File: config.mk
export PLATFORM = sky130hd
export DESIGN_NAME = pll_dyn_cfg_ctrl
export DESIGN_NICKNAME = d
export VERILOG_FILES = /design/src/rtl/pll_dyn_cfg_ctrl.sv
export SDC_FILE = /design/constraint.sdc
export NUM_CORES = 1
export LEC_CHECK = 0
export ABC_CLOCK_PERIOD_IN_PS = 4330
export CAP_MARGIN = 20
export CORE_MARGIN = 10
export CORE_UTILIZATION = 49
export DETAILED_ROUTE_END_ITERATION = 10
export PLACE_DENSITY = 0.85
export SYNTH_ARGS = -nofsm -noshare
export SYNTH_HDL_FRONTEND = slang
export SYNTH_SLANG_ARGS = --single-unit
File: constraint.sdc
create_clock -name clk_tb -period 4.33 [get_ports clk_tb]
set_input_delay 0.866 -clock clk_tb [delete_from_list [all_inputs] [get_ports clk_tb]]
set_output_delay 0.866 -clock clk_tb [all_outputs]
set_load 0.02 [all_outputs]
File: src/rtl/pll_dyn_cfg_ctrl.sv
// HDMI PLL dynamic-reconfiguration sequencer: applies divider/duty/phase settings,
// runs the power-down/reset sequence, waits for stable lock with retries and supervises lock.
module pll_dyn_cfg_ctrl #(
    parameter int unsigned PWD_CYCLES    = 10,
    parameter int unsigned RST_CYCLES    = 10,
    parameter int unsigned STABLE_CYCLES = 4,
    parameter int unsigned LOCK_TIMEOUT  = 1000,
    parameter int unsigned MAX_RETRY     = 2,
    localparam int unsigned DIV_W        = 10,
    localparam int unsigned PH_W         = 13
) (
    input  logic             clk_tb,
    input  logic             rst_n,
    input  logic             cfg_req,
    input  logic [DIV_W-1:0] cfg_idiv,
    input  logic [DIV_W-1:0] cfg_fdiv,
    input  logic [DIV_W-1:0] cfg_odiv0,
    input  logic [DIV_W-1:0] cfg_duty0,
    input  logic [PH_W-1:0]  cfg_phase0,
    output logic             cfg_ack,
    output logic [DIV_W-1:0] dyn_idiv,
    output logic [DIV_W-1:0] dyn_fdiv,
    output logic [DIV_W-1:0] dyn_odiv0,
    output logic [DIV_W-1:0] dyn_duty0,
    output logic [PH_W-1:0]  dyn_phase0,
    output logic             pll_pwd,
    output logic             pll_rst,
    input  logic             pll_lock,
    output logic             busy,
    output logic             locked,
    output logic             done,
    output logic             err,
    output logic [1:0]       retry_cnt,
    output logic [7:0]       lock_loss_cnt
);

    localparam int unsigned CNT_MAX = (LOCK_TIMEOUT > PWD_CYCLES) ?
        ((LOCK_TIMEOUT > RST_CYCLES) ? LOCK_TIMEOUT : RST_CYCLES) :
        ((PWD_CYCLES > RST_CYCLES) ? PWD_CYCLES : RST_CYCLES);
    localparam int unsigned CNT_W = $clog2(CNT_MAX) + 1;
    localparam int unsigned STB_W = $clog2(STABLE_CYCLES) + 1;

    typedef enum logic [2:0] {
        S_IDLE, S_PWD, S_RST, S_WAIT_LOCK, S_LOCKED, S_ERR
    } state_t;

    state_t           state, state_nxt;
    logic [CNT_W-1:0] cnt, cnt_nxt;
    logic [STB_W-1:0] stab_cnt, stab_nxt;
    logic [1:0]       retry_nxt;
    logic [7:0]       loss_nxt;
    logic             accept_c;
    logic             lock_meta, lock_s;

    // Two-flop synchronizer for the asynchronous PLL lock
    always_ff @(posedge clk_tb or negedge rst_n) begin
        if (!rst_n) begin
            lock_meta <= 1'b0;
            lock_s    <= 1'b0;
        end else begin
            lock_meta <= pll_lock;
            lock_s    <= lock_meta;
        end
    end

    always_ff @(posedge clk_tb or negedge rst_n) begin
        if (!rst_n) state <= S_RST;
        else        state <= state_nxt;
    end

    // Accept is taken while cfg_ack is low; the ack cycle itself launches PWD
    always_comb begin
        state_nxt = state;
        cnt_nxt   = cnt;
        stab_nxt  = stab_cnt;
        retry_nxt = retry_cnt;
        loss_nxt  = lock_loss_cnt;
        accept_c  = 1'b0;
        case (state)
            S_IDLE, S_ERR: begin
                if (cfg_ack)      state_nxt = S_PWD;
                else if (cfg_req) accept_c  = 1'b1;
            end
            S_LOCKED: begin
                if (cfg_ack) begin
                    state_nxt = S_PWD;
                end else begin
                    if (cfg_req) accept_c = 1'b1;
                    if (!lock_s) begin
                        if (lock_loss_cnt != 8'hFF) loss_nxt = lock_loss_cnt + 8'd1;
                        if (!cfg_req) begin
                            state_nxt = S_RST;
                            retry_nxt = 2'd0;
                        end
                    end
                end
            end
            S_PWD: begin
                cnt_nxt = cnt + 1'b1;
                if (cnt == CNT_W'(PWD_CYCLES - 1)) state_nxt = S_RST;
            end
            S_RST: begin
                cnt_nxt = cnt + 1'b1;
                if (cnt == CNT_W'(RST_CYCLES - 1)) state_nxt = S_WAIT_LOCK;
            end
            S_WAIT_LOCK: begin
                cnt_nxt  = cnt + 1'b1;
                stab_nxt = lock_s ? stab_cnt + 1'b1 : '0;
                if (lock_s && (stab_cnt == STB_W'(STABLE_CYCLES - 1))) begin
                    state_nxt = S_LOCKED;
                end else if (cnt == CNT_W'(LOCK_TIMEOUT - 1)) begin
                    if (retry_cnt < 2'(MAX_RETRY)) begin
                        retry_nxt = retry_cnt + 2'd1;
                        state_nxt = S_RST;
                    end else begin
                        state_nxt = S_ERR;
                    end
                end
            end
            default: state_nxt = S_RST;
        endcase
        if (accept_c) retry_nxt = 2'd0;
        if (state_nxt != state) begin
            cnt_nxt  = '0;
            stab_nxt = '0;
        end
    end

    // Registered outputs decoded from the next state so they align with the state register
    always_ff @(posedge clk_tb or negedge rst_n) begin
        if (!rst_n) begin
            cnt           <= '0;
            stab_cnt      <= '0;
            retry_cnt     <= 2'd0;
            lock_loss_cnt <= 8'd0;
            cfg_ack       <= 1'b0;
            pll_pwd       <= 1'b0;
            pll_rst       <= 1'b1;
            busy          <= 1'b1;
            locked        <= 1'b0;
            done          <= 1'b0;
            err           <= 1'b0;
            dyn_idiv      <= DIV_W'(2);
            dyn_fdiv      <= DIV_W'(32);
            dyn_odiv0     <= DIV_W'(100);
            dyn_duty0     <= DIV_W'(100);
            dyn_phase0    <= PH_W'(16);
        end else begin
            cnt           <= cnt_nxt;
            stab_cnt      <= stab_nxt;
            retry_cnt     <= retry_nxt;
            lock_loss_cnt <= loss_nxt;
            cfg_ack       <= accept_c;
            pll_pwd       <= (state_nxt == S_PWD);
            pll_rst       <= (state_nxt == S_RST) || (state_nxt == S_ERR);
            busy          <= !((state_nxt == S_IDLE) || (state_nxt == S_LOCKED) ||
                               (state_nxt == S_ERR));
            locked        <= (state_nxt == S_LOCKED);
            done          <= (state_nxt == S_LOCKED) && (state != S_LOCKED);
            err           <= (state_nxt == S_ERR) && (state != S_ERR);
            if (cfg_ack) begin
                dyn_idiv   <= cfg_idiv;
                dyn_fdiv   <= cfg_fdiv;
                dyn_odiv0  <= cfg_odiv0;
                dyn_duty0  <= cfg_duty0;
                dyn_phase0 <= cfg_phase0;
            end
        end
    end

endmodule

==> flow_summary.toml <==
[setup_path]
critical_path.endpoint_type = "primary output"
crit_chain = "clkdlybuf4s50_1"
arrival_ns = 1.87
start_kind = "flop"
path_class = "reg -> out"
path_delay_family = "flip-flops"
slowest_stage = "dfrtp_2"
critPathBufInv = 1
critical_path_peak_fanout = 29
max_stage_delay_ns = 0.77
crit_required_ns = 3.46

[clock_tree]
cts-buffers-inserted = 9
post_cts_buffers = 0
clk_latency_ns = 0.36
path_clk_slew_ns = 0.08
cts_sinks = 89
cts-root-buf = "clkbuf_8"
htree_levels = 3
cts_buffer_depth = 2
tritoncts = "done"
cts-resized-gates = 0
hold_buffers = 0

[synthesis]
synth_seq_area_share_pct = 58.0
ys_seq_elements = 89
syn_avg_cell_area_sq_um = 13.3
synth_top_area_share_pct = 49.9
syn_area_sq_um = 3860
synth_edf_count = 0
yosys.cell_types.count = 49
yosys.area.top_type = "dfrtp_1"
synthFlopType = "dfrtp_1"
yosys_warnings = 0
syn_nets = 352
netlist_top_cells_area = "dfrtp_1 (50%), mux2_2 (15%), dfstp_2 (8.2%), xnor2_1 (2.7%), nor2_2 (1.9%)"
ys_async_sr_fraction_pct = 100
syn_inst = 290

[grt]
grt_pass1_vias = 2760
grt_pass1_wl_um = 14300
grt_overflow = 0
grt_util_all_layers_pct = 15.2
antenna_found_initial = 0
grt_max_degree = 90

[pwr]
p_comb_share_pct = 47.6
power.share.clock_pct = 13.8
cell_internal_pwr_mw = 2.29
pwr-share-seq_pct = 38.6
power.density_nw_per_um2 = 675
irDropWorstVdd_mv = 0.361
leakage_nw = 2.22
netSwitchingFraction_pct = 37.0
power.switching_mw = 1.34

[drt]
vias = 2677
wirelength_um = 9040
ant_nets = 0
wire_per_inst_um = 17.2
drtIter0Drc = 125
first_pass_iters = 4
drc = 0
via_per_inst = 5.10

[run]
maxCapViolCount = 0

[die]
die_w_um = 109
core_sq_um = 7690
io_pins = 127
initial_core_util_pct = 50.3
die_height_um = 109
row_count = 32
dieArea_sq_um = 11800

[layout]
n_antenna_cell = 0
final_common_cell = "clkdlybuf4s50_1"
instances_no_fill = 525
syn_to_final_growth_pct = 39.2
final_cell_mix = "clkdlybuf4s50_1 (125), dfrtp_1 (76), mux2_2 (53)"
design_area_sq_um = 5380
final_net_count = 480
drive_gt1_share_pct = 26.2

[min_path]
min_path_type = "reg -> reg"

[timing]
fmax_ghz = 0.366
period_share_pct = 63.1
slew_viol_final = 0
slew_headroom_pct = 58.1
setup_tns_ns = 0
finClkSkew_ns = 0.0108
rsz0062_at_grt = "false"
period_minus_slack_ns = 2.73
hold_ws_ns = 0.352
setup_viol = 0
finalHoldViolCount = 0
worst_slew_pin_slew_ns = 0.629
fin_ws_ns = 1.60

[place]
detailed_place.area_sq_um = 5180
globalplace.congestion = 0.810
dpl.hpwl_um = 6750
dp_cells = 508
place_ws_ns = 1.73
port_buffers = 126

[status]
status = "complete, no violations"
==> power by group through the flow <==
stage          Sequential, mW  Clock, mW  Combinational (mW)
5_1_grt                  1.44      0.556                1.84
4_1_cts                  1.40      0.520                1.75
2_1_floorplan            1.69          0               0.737
6_report                 1.40      0.502                1.73
3_3_place_gp             1.40          0                1.71
3_5_place_dp             1.42          0                1.75
==> state kept, by name, summed over array words and instances, names as in the netlist <==
| name | count |
|---|---|
| dyn_phase0 | 13 |
| cnt | 11 |
| dyn_duty0 | 10 |
| dyn_fdiv | 10 |
| dyn_idiv | 10 |
| dyn_odiv0 | 10 |
| lock_loss_cnt | 8 |
| stab_cnt | 3 |
| state | 3 |
| retry_cnt | 2 |
| busy | 1 |
| cfg_ack | 1 |
| done | 1 |
| err | 1 |
| lock_meta | 1 |
| lock_s | 1 |
| locked | 1 |
| pll_pwd | 1 |
| pll_rst | 1 |
==> synthesized netlist by cell type (2+ instances only) <==
library cell and instances:
dfrtp_1 77, mux2_2 53, nor2_1 18, nand2_1 15, dfstp_2 12, nor2_2 12, xnor2_1 12, nand3_1 10
inv_1 7, xor2_1 6, a21oi_1 5, buf_2 5, ha_1 5, and3_1 3, buf_6 3, nand4_1 3
nor3b_1 3, o21ai_0 3, a21o_1 2, and2_1 2, buf_4 2, nand2b_1 2, nor4_1 2, nor4_2 2
or3_1 2
==> cell type report <==
cell class | instances | area [sq um]
Sequential cell | 89 | 2240
Tap cell | 102 | 128
Timing Repair Buffer | 128 | 1290
Clock buffer | 10 | 128
Fill cell | 579 | 2310
Multi-Input combinational cell | 183 | 1520
Inverter | 7 | 26.3
Clock inverter | 6 | 42.5
==> path summary, 6_finish.rpt <==
kind | start | slack [ns] | cells after the start | end
setup / recovery | cfg_ack | 1.60 | 1 | cfg_ack
hold / removal | lock_meta | 0.35 | 0 | lock_s
setup reg to reg | cnt[1] | 2.21 | 7 | cnt[1]
hold reg to reg | lock_meta | 0.35 | 0 | lock_s
max in group asynchronous | rst_n | 3.19 | 2 | dyn_odiv0[5]
min in group asynchronous | rst_n | 0.47 | 1 | state[2]
==> per-layer routing <==
layer  GRT usage (%)  vias to the layer above  share of wire, %
li1                -                     1257                 -
met1            18.7                     1329                44
met2            24.4                       84                47
met3            5.01                        7               7.8
met4            5.93                        0               1.4
met5               0                        -                 0
==> logic make-up after synthesis <==
kind of cell / share of synthesized area, %
compound gates: 5.08
xor+xnor: 4.08
fa+ha+maj: 1.62
flops: 58.0
buf+inv: 2.69
simple gates: 12.7
mux: 15.8
==> stage by stage <==
stage	utilization (%)	power [mW]
global route	70.0	3.84
detailed placement	67.4	3.17
finish	70.0	3.63
global placement	67.4	3.11
floorplan	-	2.43
CTS	69.6	3.68
Power figures use the tool's default switching activity.
